**src/rtl/pattern_row_streamer.sv**
```systemverilog
// Streams one stored seed pattern row by row out of a 1-cycle-latency pattern memory.
// Each row is issued, captured, then held on a valid/ready handshake; one-shot or looping.
module pattern_row_streamer #(
  parameter int WIDTH  = 128,
  parameter int ROWS   = 32,
  parameter int NPAT   = 32,
  parameter int ADDR_W = 10,
  parameter int PSEL_W = 5,
  localparam int RIDX_W = (ROWS > 1) ? $clog2(ROWS) : 1
) (
  input  logic              clka,
  input  logic              rst,
  input  logic              start,
  input  logic [PSEL_W-1:0] pattern_sel,
  input  logic              loop_mode,
  input  logic              abort,
  output logic              mem_en,
  output logic [ADDR_W-1:0] mem_addr,
  input  logic [WIDTH-1:0]  mem_dout,
  output logic [WIDTH-1:0]  row_data,
  output logic [RIDX_W-1:0] row_idx,
  output logic              row_valid,
  input  logic              row_ready,
  output logic              busy,
  output logic              done,
  output logic              sel_err
);

  typedef enum logic [2:0] {
    S_IDLE,
    S_ISSUE,
    S_WAIT,
    S_PRESENT,
    S_DONE
  } state_t;

  localparam logic [RIDX_W-1:0] LAST_ROW = RIDX_W'(ROWS - 1);
  localparam logic [ADDR_W-1:0] ROWS_A   = ADDR_W'(ROWS);

  state_t              state_reg, state_next;
  logic [ADDR_W-1:0]   base_reg, base_next;
  logic                loop_reg, loop_next;
  logic [RIDX_W-1:0]   row_reg, row_next;
  logic [WIDTH-1:0]    data_reg;
  logic [RIDX_W-1:0]   idx_reg;
  logic                valid_reg, valid_next;
  logic                sel_err_reg, sel_err_next;
  logic                capture;
  logic                sel_ok;
  logic [ADDR_W-1:0]   sel_base;

  // Out-of-range selects never reach the multiplier result, so truncation there is harmless.
  assign sel_ok   = (32'(pattern_sel) < 32'(NPAT));
  assign sel_base = ADDR_W'(pattern_sel) * ROWS_A;

  always_comb begin
    state_next   = state_reg;
    base_next    = base_reg;
    loop_next    = loop_reg;
    row_next     = row_reg;
    valid_next   = valid_reg;
    sel_err_next = 1'b0;
    capture      = 1'b0;

    case (state_reg)
      S_IDLE: begin
        if (start) begin
          if (sel_ok) begin
            base_next  = sel_base;
            loop_next  = loop_mode;
            row_next   = '0;
            state_next = S_ISSUE;
          end else begin
            sel_err_next = 1'b1;
          end
        end
      end
      S_ISSUE: begin
        state_next = S_WAIT;
      end
      S_WAIT: begin
        capture    = 1'b1;
        valid_next = 1'b1;
        state_next = S_PRESENT;
      end
      S_PRESENT: begin
        if (valid_reg && row_ready) begin
          valid_next = 1'b0;
          if (row_reg == LAST_ROW) begin
            row_next   = '0;
            state_next = loop_reg ? S_ISSUE : S_DONE;
          end else begin
            row_next   = row_reg + RIDX_W'(1);
            state_next = S_ISSUE;
          end
        end
      end
      S_DONE: begin
        state_next = S_IDLE;
      end
      default: begin
        state_next = S_IDLE;
        valid_next = 1'b0;
      end
    endcase

    // Abort wins over an accept in the same cycle; the presented row is simply dropped.
    if (abort && (state_reg != S_IDLE)) begin
      state_next = S_IDLE;
      valid_next = 1'b0;
    end
  end

  always_ff @(posedge clka) begin
    if (rst) begin
      state_reg   <= S_IDLE;
      base_reg    <= '0;
      loop_reg    <= 1'b0;
      row_reg     <= '0;
      data_reg    <= '0;
      idx_reg     <= '0;
      valid_reg   <= 1'b0;
      sel_err_reg <= 1'b0;
    end else begin
      state_reg   <= state_next;
      base_reg    <= base_next;
      loop_reg    <= loop_next;
      row_reg     <= row_next;
      valid_reg   <= valid_next;
      sel_err_reg <= sel_err_next;
      if (capture) begin
        data_reg <= mem_dout;
        idx_reg  <= row_reg;
      end
    end
  end

  // base + row stays within the selected pattern, so the address never wraps.
  assign mem_en    = (state_reg == S_ISSUE);
  assign mem_addr  = base_reg + ADDR_W'(row_reg);
  assign row_data  = data_reg;
  assign row_idx   = idx_reg;
  assign row_valid = valid_reg;
  assign busy      = (state_reg == S_ISSUE) || (state_reg == S_WAIT) || (state_reg == S_PRESENT);
  assign done      = (state_reg == S_DONE);
  assign sel_err   = sel_err_reg;

endmodule

```
**config.mk**
```make
export PLATFORM = sky130hd
export DESIGN_NAME = pattern_row_streamer
export DESIGN_NICKNAME = d
export VERILOG_FILES = /design/src/rtl/pattern_row_streamer.sv
export SDC_FILE = /design/constraint.sdc
export NUM_CORES = 1
export LEC_CHECK = 0
export CELL_PAD_IN_SITES_DETAIL_PLACEMENT = 0
export CELL_PAD_IN_SITES_GLOBAL_PLACEMENT = 2
export CORE_UTILIZATION = 22
export DETAILED_ROUTE_END_ITERATION = 6
export GPL_TIMING_DRIVEN = 0
export PLACE_DENSITY_LB_ADDON = 0.15
export SETUP_SLACK_MARGIN = 0.2
export SLEW_MARGIN = 10
export SYNTH_ARGS = -nofsm -noshare
export SYNTH_HDL_FRONTEND = slang
export SYNTH_SLANG_ARGS = --single-unit
```
**constraint.sdc**
```tcl
create_clock -name clka -period 5.1 [get_ports clka]
set_clock_uncertainty 0.15 [all_clocks]
set_input_delay 1.02 -clock clka [delete_from_list [all_inputs] [get_ports clka]]
set_output_delay 1.02 -clock clka [all_outputs]
set_load 0.05 [all_outputs]
```
==> reports/results.tsv <==
stage	metric	value	unit
sta	Post-Route Setup TNS	0	ns
global_routing	initial antenna violation count	0	
layout	fraction of layout cells with a size suffix above 1	5.425	%
drt	routed vias	5300	
clock_tree	Root Buffer	clkbuf_16	
layout	P&R area growth vs syn	73.03	%
global_routing	largest net degree at the start of global routing	17	
clock_tree	Max Root-Sink Buffers	2	
worst_setup_path	crit path launch type	flip-flop	
global_routing	vias in the first global route	5142	
sta	worst hold margin	0.3016	ns
worst_setup_path	Crit. Startpoint	state_reg[2]	
yosys	Net Count, Synth	803	
floorplan	Boundary Pins	287	
placement	Placer Congestion	0.7082	
floorplan	die width	157.2	um
clock_tree	cts repair resizes	0	
placement	dpl hpwl	13440	um
drt	TritonRoute pass-1 iters	4	
layout	max FFs per register	128	
placement	Port Buffers	285	
global_routing	Total GRT Usage	14.94	%
sta	Max Slew Vio Count	0	
floorplan	die height	157.2	um
sta	period utilization	68.12	%
worst_setup_path	largest fanout on the critical path	10	
min_path	Hold Crit Class	reg2reg	
yosys	Post-Synthesis Cells	662	
clock_tree	H-tree Lvls	4	
outcome	status	finished clean	
yosys	dominant cell type by area after synthesis	dfxtp_1	
power_and_ir_drop	pwr/cell area	319.7	nW/um^2
drt	initial drt markers	234	
yosys	most common flop cell mapped by yosys	dfxtp_1	
clock_tree	post-CTS setup buffer count	0	
yosys	Avg Inst Size Synth	8.004	um^2
worst_setup_path	WS Path Type	reg2out	
yosys	Synth async-reset ratio	0	%
clock_tree	Worst-path clk slew	0.06	ns
sta	Tmin final	3.474	ns
clock_tree	cts bufs inserted	17	
worst_setup_path	CP Capture Type	primary output	
yosys	area fraction of the dominant cell type after synthesis	55.91	%
layout	nets	1107	
sta	final worst-path setup slack	1.626	ns
min_path	Worst Min Path Start	row_data[32]	
worst_setup_path	worst path cell trace	clkbuf_1 -> and2_1 -> clkdlybuf4s50_1	
worst_setup_path	worst path arrival time	2.30	ns
clock_tree	Num Clock Sinks	148	
yosys	Synth Warn #	0	
yosys	Seq cells post-synth	148	
worst_setup_path	CP max stage delay	0.81	ns
power_and_ir_drop	P_leak	3.112	nW
sta	count of final hold-check violations	0	
sta	f_max	287.9	MHz
power_and_ir_drop	Overall Power	0.002932	W
worst_setup_path	slowest cell on the critical path	clkdlybuf4s50_1	
sta	worst relative slew slack	47.97	%
floorplan	core area	23540	um^2
floorplan	DIE AREA	24710	um^2
drt	Vias per Instance	4.090	
power_and_ir_drop	VDD IR max	0.0001616	V
worst_setup_path	cell family contributing the most delay on the critical path	buffers and inverters	
layout	number of antenna diodes	0	
sta	RSZ-0062 raised after global routing	no	
drt	WL final	18510	um
yosys	largest cells by area after synthesis	dfxtp_1 (56%), nand2_1 (19%), a21oi_1 (13%)	
worst_setup_path	reg2reg start	state_reg[1]	
clock_tree	Hold-fix buffers, CTS	0	
clock_tree	clock latency on the worst-skew pair	0.41	ns
floorplan	FP Rows	56	
placement	Post-Place Worst Slack	1.976	ns
drt	remaining antenna violation count	0	
drt	DRC	0	
layout	leading cell type in the layout, fill and taps excluded	clkdlybuf4s50_1	
yosys	EDFF count, synth	0	
worst_setup_path	crit path buf inv count	2	
sta	actual slew at the worst max-slew pin	0.7770	ns
layout	most frequent cells in the layout	clkdlybuf4s50_1 (285), nand2_1 (269), dfxtp_1 (148), a21oi_1 (135), clkbuf_1 (31)	
yosys	Seq/Total Area, Yosys	55.91	%
drt	drt wl/cell	14.28	um
job	Max Cap Violations	0	
yosys	Synth cell types	35	
worst_setup_path	CP Data Required Time	3.93	ns
floorplan	initial core utilization	22.51	%
clock_tree	CTS tree	yes	
sta	# setup viols final	0	
global_routing	first-pass GRT wire length	28060	um
yosys	synthesized cell area	5299	um^2
global_routing	global route overflow	0	
[area by class of cell]
| class | instances | area, um^2 |
|---|---|---|
| well taps | 319 | 399.1 |
| fillers | 2537 | 14370 |
| plain buffers | 49 | 212.7 |
| repair buffers | 285 | 2853 |
| clock inverters | 11 | 175.2 |
| inverters | 1 | 3.754 |
| flip-flops and latches | 148 | 2963 |
| clock buffers | 19 | 442.9 |
| multi-input cells | 464 | 2120 |
[path summary, 6_finish.rpt]
path                        to  slack (ns)  depth (start not counted)
setup / recovery          done        1.63                          3
hold / removal    row_data[32]        0.30                          2
setup reg to reg  row_data[59]        2.91                          5
hold reg to reg   row_data[32]        0.30                          2
[metrics by stage]
stage	cell area (um^2)	cells	utilization, %
floorplan	5299	662	-
global placement	8551	1266	36.32
detailed placement	8551	1266	36.32
CTS	9169	1296	38.95
global route	9169	1296	38.95
finish	9169	1296	38.95
[power by group]
group / switching [W] / internal [W] / total, W / leakage [nW]
Combinational: 0.000213 / 0.000176 / 0.000389 / 1.62
Sequential: 0.0000166 / 0.00119 / 0.00120 / 1.20
Clock: 0.000508 / 0.000832 / 0.00134 / 0.296
[synth_stat cells, drive strengths merged (2+ instances only)]
cell type    n
clkbuf      30
nand2b       6
a21oi      135
nor2        11
ha           2
nand3        2
mux2i        6
or4          2
buf         19
dfxtp      148
o2bb2ai      2
nor3         3
nand3b       2
nand2      269
nor3b        2
or3          4
or3b         4
[per-layer routing]
metal	vias to the layer above	track usage, %	part of all wire, %
li1	2761	-	-
met1	2355	17.98	43
met2	159	23.79	47
met3	25	5.699	8.3
met4	0	6.103	2.0
met5	-	0	0
[cells by family after synthesis]
group / synth area share [%]
AND/OR/NAND/NOR: 24.34
AO/OA/AOI/OAI: 13.98
flip-flops: 55.91
adder cells (fa/ha/maj): 0.4722
buffers and inverters: 4.085
multiplexers: 1.133
other: 0.07077
[tightest hold or removal path, stage by stage (launching register included)]
cell     delay, ns
dfxtp_1       0.31
nand2_1       0.05
a21oi_1       0.05
Note: power is estimated with default switching activity, not from simulation.
